File: config.mk
export PLATFORM = sky130hd
export DESIGN_NAME = subtrator_serial_8bits
export DESIGN_NICKNAME = d
export VERILOG_FILES = /design/src/rtl/subtrator_serial_8bits_pkg.sv /design/src/rtl/somador_completo_1bit.sv /design/src/rtl/subtrator_serial_8bits.sv
export SDC_FILE = /design/constraint.sdc
export NUM_CORES = 1
export LEC_CHECK = 0
export ABC_CLOCK_PERIOD_IN_PS = 1950
export CAP_MARGIN = 20
export CORE_MARGIN = 2
export CORE_UTILIZATION = 51
export CTS_CLUSTER_DIAMETER = 120
export DETAILED_ROUTE_END_ITERATION = 12
export MAX_ROUTING_LAYER = met4
export PLACE_DENSITY = 0.8
export SYNTH_ARGS = -nofsm -noshare
export SYNTH_HDL_FRONTEND = slang
export SYNTH_SLANG_ARGS = --single-unit
export TNS_END_PERCENT = 1
File: constraint.sdc
create_clock -name clk -period 1.95 [get_ports clk]
set_input_delay 0.4875 -clock clk [delete_from_list [all_inputs] [get_ports clk]]
set_output_delay 0.4875 -clock clk [all_outputs]
set_load 0.01 [all_outputs]
File: src/rtl/subtrator_serial_8bits_pkg.sv
// Shared types and constants for the bit-serial signed subtractor.
package subtrator_serial_8bits_pkg;

  typedef enum logic [1:0] {
    IDLE  = 2'd0,
    SHIFT = 2'd1,
    DONE  = 2'd2
  } state_t;

  // Subtraction is A + ~B + 1, so the serial carry starts at one.
  localparam logic CARRY_INIT = 1'b1;

  function automatic int cnt_width(input int width);
    return (width > 2) ? $clog2(width) : 1;
  endfunction

endpackage

File: src/rtl/somador_completo_1bit.sv
// One-bit full adder; the only arithmetic cell of the serial subtractor.
module somador_completo_1bit (
  input  logic a,
  input  logic b,
  input  logic cin,
  output logic s,
  output logic cout
);

  assign s    = a ^ b ^ cin;
  assign cout = (a & b) | (a & cin) | (b & cin);

endmodule

File: src/rtl/subtrator_serial_8bits.sv
// Bit-serial signed subtractor D = valor1 - valor2, LSB first, with a
// start/busy/done handshake and Z/N/P/V flags registered at completion.
module subtrator_serial_8bits
  import subtrator_serial_8bits_pkg::*;
#(
  parameter int WIDTH = 8
) (
  input  logic             clk,
  input  logic             rst_n,
  input  logic             start,
  input  logic [WIDTH-1:0] valor1,
  input  logic [WIDTH-1:0] valor2,
  output logic             busy,
  output logic             done,
  output logic [WIDTH-1:0] D,
  output logic             Z,
  output logic             N,
  output logic             P,
  output logic             V
);

  localparam int CW = cnt_width(WIDTH);

  state_t           state, state_next;
  logic [WIDTH-1:0] a_reg, b_reg, r_reg, r_next;
  logic [CW-1:0]    cnt;
  logic             carry, carry_next, sum;
  logic             sign_a, sign_b;
  logic             last_bit, accept;

  somador_completo_1bit u_fa (
    .a    (a_reg[0]),
    .b    (~b_reg[0]),
    .cin  (carry),
    .s    (sum),
    .cout (carry_next)
  );

  assign last_bit = (cnt == CW'(WIDTH - 1));
  // A request is honoured only when no operation is in flight.
  assign accept   = start && (state != SHIFT);
  assign r_next   = {sum, r_reg[WIDTH-1:1]};

  assign busy = (state == SHIFT);
  assign done = (state == DONE);

  always_ff @(posedge clk or negedge rst_n) begin
    if (!rst_n) state <= IDLE;
    else        state <= state_next;
  end

  // NOTE: every variable assigned in always_comb gets a default first, so
  // no path through the case can leave it unassigned and infer a latch.
  always_comb begin
    state_next = state;
    unique case (state)
      IDLE:    if (start) state_next = SHIFT;
      SHIFT:   if (last_bit) state_next = DONE;
      DONE:    state_next = start ? SHIFT : IDLE;
      default: state_next = IDLE;
    endcase
  end

  // NOTE: sequential state uses non-blocking assignments so that every
  // register samples the pre-edge values, e.g. a_reg[0] feeding the adder
  // while a_reg itself shifts on the same edge.
  // NOTE: the operand and result registers are plain flops rather than a
  // memory array, and all of them are cleared so an aborted operation
  // leaves nothing behind.
  always_ff @(posedge clk or negedge rst_n) begin
    if (!rst_n) begin
      a_reg  <= '0;
      b_reg  <= '0;
      r_reg  <= '0;
      cnt    <= '0;
      carry  <= 1'b0;
      sign_a <= 1'b0;
      sign_b <= 1'b0;
    end else if (accept) begin
      a_reg  <= valor1;
      b_reg  <= valor2;
      r_reg  <= '0;
      cnt    <= '0;
      carry  <= CARRY_INIT;
      sign_a <= valor1[WIDTH-1];
      sign_b <= valor2[WIDTH-1];
    end else if (state == SHIFT) begin
      a_reg <= a_reg >> 1;
      b_reg <= b_reg >> 1;
      r_reg <= r_next;
      carry <= carry_next;
      cnt   <= cnt + CW'(1);
    end
  end

  // Results are captured from the final shift value so they appear on the
  // same edge that enters DONE; they hold until the next completion.
  always_ff @(posedge clk or negedge rst_n) begin
    if (!rst_n) begin
      D <= '0;
      Z <= 1'b0;
      N <= 1'b0;
      P <= 1'b0;
      V <= 1'b0;
    end else if (state == SHIFT && last_bit) begin
      D <= r_next;
      Z <= (r_next == '0);
      N <= sum;
      P <= ~r_next[0];
      V <= (sign_a ^ sign_b) & (sum ^ sign_a);
    end
  end

endmodule

==> results.md, run 1 <==
- Max-cap violation count: 0
- Largest net degree at the start of global routing: 50
- HPWL after detailed placement: 2270 µm
- Critical path fanouts, max: 3
- Max Buffers Root-to-Sink: 2
- Area after DPL: 2170 µm²
- Syn Inst Count: 164
- CP max stage cell: clkdlybuf4s50_1
- WL/cell: approximately 13 µm
- Slew HR: 0.660
- Setup CP Type: reg -> out
- Vias in the first global route: 1,246
- Fillcell total: about 260
- CTS clk-pin slew, worst paths: around 0.12 ns
- Final Slew Violations: 0
- Number of CTS-inserted buffers: 5
- First-pass GRT wire length: 5690 µm
- Hold_ws: 0.176 ns
- Routed Antenna Nets: 0
- Worst vdd ir: 802 µV
- Critical Path Stages: 1
- Clk_skew: 0.00998 ns
- Final wirelength: 3150 µm
- Hold buffer count at CTS: 0
- Avg Cell Area, Syn: around 11 µm²
- Core Area: 3390 µm²
- Synthesized flop and latch total: 42
- Layout cells sized above 1: 0.126
- Status: completed
- Fin. Hold Viols: 0
- R2R Setup Slk: 0.43 ns
- Post-layout util: 0.671
- Initial DRC Count: 57
- Rows: 21
- Pwr dens: 1510 nW/µm²
- Reg2reg start: cnt[0]
- ANT cells: 0
- CTS tree: yes
- Post-synth top area share: 0.575
- Ranking of synthesized cells by area: dfrtp_1 (57%), mux2i_1 (9.3%), nand2_1 (8.2%)
- Yosys Warn Count: 0
- Clk_lat worst skew: 0.36 ns
- Total power: ~3.4 mW
- F_max: 0.557 GHz
- Crit. End Element: output pin
- Residual DRC: 0
- CP max stage delay: 0.56 ns
- Final critical-path required period: 1.79 ns
- Drt pass-1 iters: 4
- Worst path bufs/invs: 1
- Reg-to-Reg End: D[4]
- Die area: 4080 µm²
- Initial antenna violation count: 0
- GRT overflow: 0
- IO Port Bufs: 32
- Worst EP arrival: 1.31 ns
- IO Count: 33
- H-tree levels: 2
- Final instance area: roughly 2300 µm²
- Starting density of the core: 0.539
- # setup viols final: 0
- Sequential fraction of the synthesis area: 0.575
- Synth area leader: dfrtp_1
- Clk root buf: clkbuf_4
- Nature of the critical path startpoint: flip-flop
- Die H: 63.9 µm
- Mapped Area: 1830 µm²
- HP Class: in -> async
- Worst-path cell chain: clkdlybuf4s50_1
- Most frequent cells in the layout: dfrtp_1 (42), nand2_1 (40), clkdlybuf4s50_1 (29), o21ai_0 (27), mux2i_1 (17)
- Gr usage total: 0.193
- Die Wd: approximately 64 µm
- Nets: 220
- Setup TNS: 0 ns
- Commonest non-fill, non-tap cell in the layout: dfrtp_1
- Vias: roughly 1,200
- Slew @ Worst Pin: slightly above 0.5 ns
- CTS Sinks: 42
- Register-to-Register Path Depth: 4
- Placer Congestion: 0.768
- Worst setup startpoint: D[7]
- Final period util: 0.920
- Leakage: 1.07 nW
- RSZ-0062 raised after global routing: false
- Vias per cell: 5.05
- Data required, critical path: 1.46 ns
- Worst setup path endpoint: N
- Net Count, Synth: 186
- Area grow syn2layout: 24.5%
- Critical path's top delay family: buffers and inverters
- Yosys cell types: 20
-- routing by layer --
| metal | vias to the layer above | global-route usage | part of all wire |
|---|---|---|---|
| met4 | 0 | 0.0978 | 0.026 |
| met5 | - | - | 0 |
| met2 | 29 | 0.309 | 0.49 |
| met1 | 584 | 0.220 | 0.43 |
| li1 | 618 | - | - |
| met3 | 6 | 0.0581 | 0.052 |
-- cell type report --
class	count	area (µm²)	area share
inverter	4	15.0	0.00660
tap	46	57.6	0.0253
sequential	42	1050	0.462
multi-input combinational	108	691	0.303
clock inverter	2	60.1	0.0264
clock buffer	6	51.3	0.0225
timing repair buffer	37	350	0.154
-- timing repair --
action / in CTS / in global routing
setup endpoints to repair: 2 / 0
setup buffers: 0 / 0
hold endpoints to repair: 0 / 0
resized for setup: 2 / 0
-- how the worst min path moves through the flow --
stage	startpoint	to	slack, ns	cells past startpoint
finish	rst_n	carry	0.18	2
global placement	a_reg[3]	a_reg[2]	0.46	2
detailed placement	Z	Z	0.47	2
CTS	rst_n	carry	0.17	2
floorplan	rst_n	D[0]	0.19	0
global route	rst_n	Z	0.20	2
-- report_power, final --
group / internal, mW / total, mW / switching [mW]
Clock: 0.434 / 0.708 / 0.274
Combinational: 0.624 / 1.22 / 0.593
Sequential: 1.25 / 1.50 / 0.255
Total: 2.31 / 3.43 / 1.12
-- synth_stat cells --
| cell type | instances |
|---|---|
| a21oi_1 | 1 |
| buf_2 | 1 |
| buf_4 | 6 |
| buf_6 | 1 |
| clkbuf_2 | 2 |
| dfrtp_1 | 42 |
| fa_1 | 1 |
| ha_1 | 2 |
| inv_1 | 4 |
| mux2_2 | 10 |
| mux2i_1 | 17 |
| nand2_1 | 40 |
| nand2b_1 | 1 |
| nand3b_4 | 1 |
| nor2_1 | 2 |
| nor2b_1 | 2 |
| nor3b_1 | 1 |
| nor4_1 | 2 |
| o21ai_0 | 27 |
| o22ai_1 | 1 |
-- through the flow --
stage | instances | worst slack (ns)
final | 245 | 0.156
after global routing | 245 | 0.0421
after CTS | 245 | 0.118
after detailed placement | 237 | 0.153
after global placement | 237 | 0.214
after floorplan | 164 | 0.487
-- logic make-up after synthesis --
kind of cell	after synthesis	synth area share
compound gates	29	0.0801
flops	42	0.575
buf+inv	14	0.0472
fa+ha+maj	3	0.0246
mux	27	0.155
simple gates	49	0.118
Note: power is estimated with default switching activity, not from simulation.
==> run 2, diff against run 1 <==
--- a/config.mk
+++ b/config.mk
@@ -11,6 +11,7 @@
 export CORE_UTILIZATION = 51
 export CTS_CLUSTER_DIAMETER = 120
 export DETAILED_ROUTE_END_ITERATION = 12
+export GPL_TIMING_DRIVEN = 0
 export MAX_ROUTING_LAYER = met4
 export PLACE_DENSITY = 0.8
 export SYNTH_ARGS = -nofsm -noshare
==> run 2 against run 1 <==
Compared with the run above:
- first-iteration DRC count grew 28%
- critical path depth grew 3
- count of clock-buffer cells in the layout is the same
- sequential cell count is the same
- clock skew shrank 0.0048 ns
- critical path type unchanged
- largest power group unchanged
==> results.md, run 2 (synthesis gave the netlist of run 1 again) <==
- Vias per cell: 5.22
- GR Layer Usage met3: 0.0405
- WL/cell: 14.0 µm
- Met2 usage: 0.329
- RSZ-0062 raised after global routing: false
- Commonest non-fill, non-tap cell in the layout: dfrtp_1
- Initial DRC Count: 73
- Vias in the first global route: ~1,300
- Clk_lat worst skew: roughly 0.34 ns
- Clk_skew: 0.00517 ns
- Worst vdd ir: 661 µV
- Die H: 63.9 µm
- IO Count: 33
- Gr usage total: 0.196
- Max Buffers Root-to-Sink: 2
- CTS tree: yes
- Final Slew Violations: 0
- Final instance area: 2280 µm²
- Worst setup margin: 0.0944 ns
- Clk root buf: clkbuf_4
- Final critical-path required period: 1.86 ns
- Core Area: 3390 µm²
- Met1 Use GR: 0.235
- HPWL after detailed placement: 2490 µm
- Initial antenna violation count: 0
- Rows: 21
- Nature of the critical path startpoint: flip-flop
- Leakage: 1.07 nW
- Fin. Hold Viols: 0
- Fillcell total: 258
- F_max: 0.539 GHz
- GRT overflow: 0
- Slew HR: 0.397
- HP Class: in -> async
- First-pass GRT wire length: about 6000 µm
- Routed Antenna Nets: 0
- ANT cells: 0
- Largest net degree at the start of global routing: 43
- Status: completed
- H-tree levels: 2
- Slew @ Worst Pin: 0.904 ns
- Setup WS pre-CTS: -0.0679 ns
- Number of CTS-inserted buffers: 5
- Layout cells sized above 1: 0.172
- Drt pass-1 iters: 4
- Hold_ws: 0.263 ns
- Residual DRC: 0
- Placer Congestion: 0.749
- CTS Sinks: 42
- Nets: roughly 230
- # setup viols final: 0
- Setup TNS: 0 ns
- Critical path fanouts, max: 6
- Pwr dens: 1450 nW/µm²
- Hold buffer count at CTS: 0
- Starting density of the core: 0.539
- Final period util: 0.952
- Most frequent cells in the layout: dfrtp_1 (41), nand2_1 (40), clkdlybuf4s50_1 (28), o21ai_0 (27), mux2i_1 (17)
- Final wirelength: 3490 µm
- Max-cap violation count: 0
- Total power: 3.30 mW
- Worst EP arrival: 1.37 ns
- Setup CP Type: reg -> out
- Data required, critical path: about 1.5 ns
- Area after DPL: 2190 µm²
- CTS clk-pin slew, worst paths: 0.11 ns
- Vias: 1,306
- Die Wd: 63.9 µm
- Area grow syn2layout: 24.6%
- IO Port Bufs: 31
- Crit. End Element: output pin
- Die area: 4080 µm²
- Gr busiest metal: met2
-- run 2: what timing repair did --
item | 4_1_cts | 5_1_grt
resized for setup | 8 | 1
pin swaps | 0 | 0
buffers inserted | 0 | 3
setup endpoints to repair | 2 | 1
-- run 2: per-stage QoR --
| step | instances | utilization |
|---|---|---|
| floorplan | 164 | - |
| global placement | 241 | 0.648 |
| detailed placement | 241 | 0.646 |
| CTS | 247 | 0.664 |
| global route | 250 | 0.672 |
| finish | 250 | 0.672 |
-- run 2: worst paths after layout --
check,startpoint,endpoint,slack [ns],cells past startpoint
min in group clk,Z,Z,0.49,2
setup reg to reg,cnt[0],D[6],0.39,5
setup / recovery,state[1],busy,0.09,4
max in group asynchronous,rst_n,state[0],1.07,1
hold / removal,rst_n,D[2],0.26,1
hold reg to reg,Z,Z,0.49,2
-- run 2: layout make-up --
class | instances | area, µm² | share of cell area
plain buffers | 10 | 75.1 | 0.0330
clock buffers | 6 | 51.3 | 0.0225
inverters | 4 | 15.0 | 0.00659
multi-input cells | 108 | 698 | 0.307
flip-flops and latches | 42 | 1050 | 0.462
well taps | 46 | 57.6 | 0.0253
repair buffers | 34 | 328 | 0.144
-- run 2: where the power goes --
part / switching (mW) / internal, mW / leakage [nW]
Clock: 0.251 / 0.163 / 0.0302
Combinational: 0.661 / 0.717 / 0.511
Sequential: 0.256 / 1.25 / 0.531
-- run 2: metal layers --
| metal | routed length, µm | part of all wire |
|---|---|---|
| met1 | 1490 | 0.43 |
| met2 | 1800 | 0.51 |
| met3 | 173 | 0.050 |
| met4 | 38 | 0.011 |
| met5 | 0 | 0 |
-- run 2: worst max-delay path: stages, from the launching register on --
cell and delay [ns]:
dfrtp_1 0.41, nand2b_4 0.18, inv_2 0.10, buf_6 0.13, clkdlybuf4s15_2 0.22
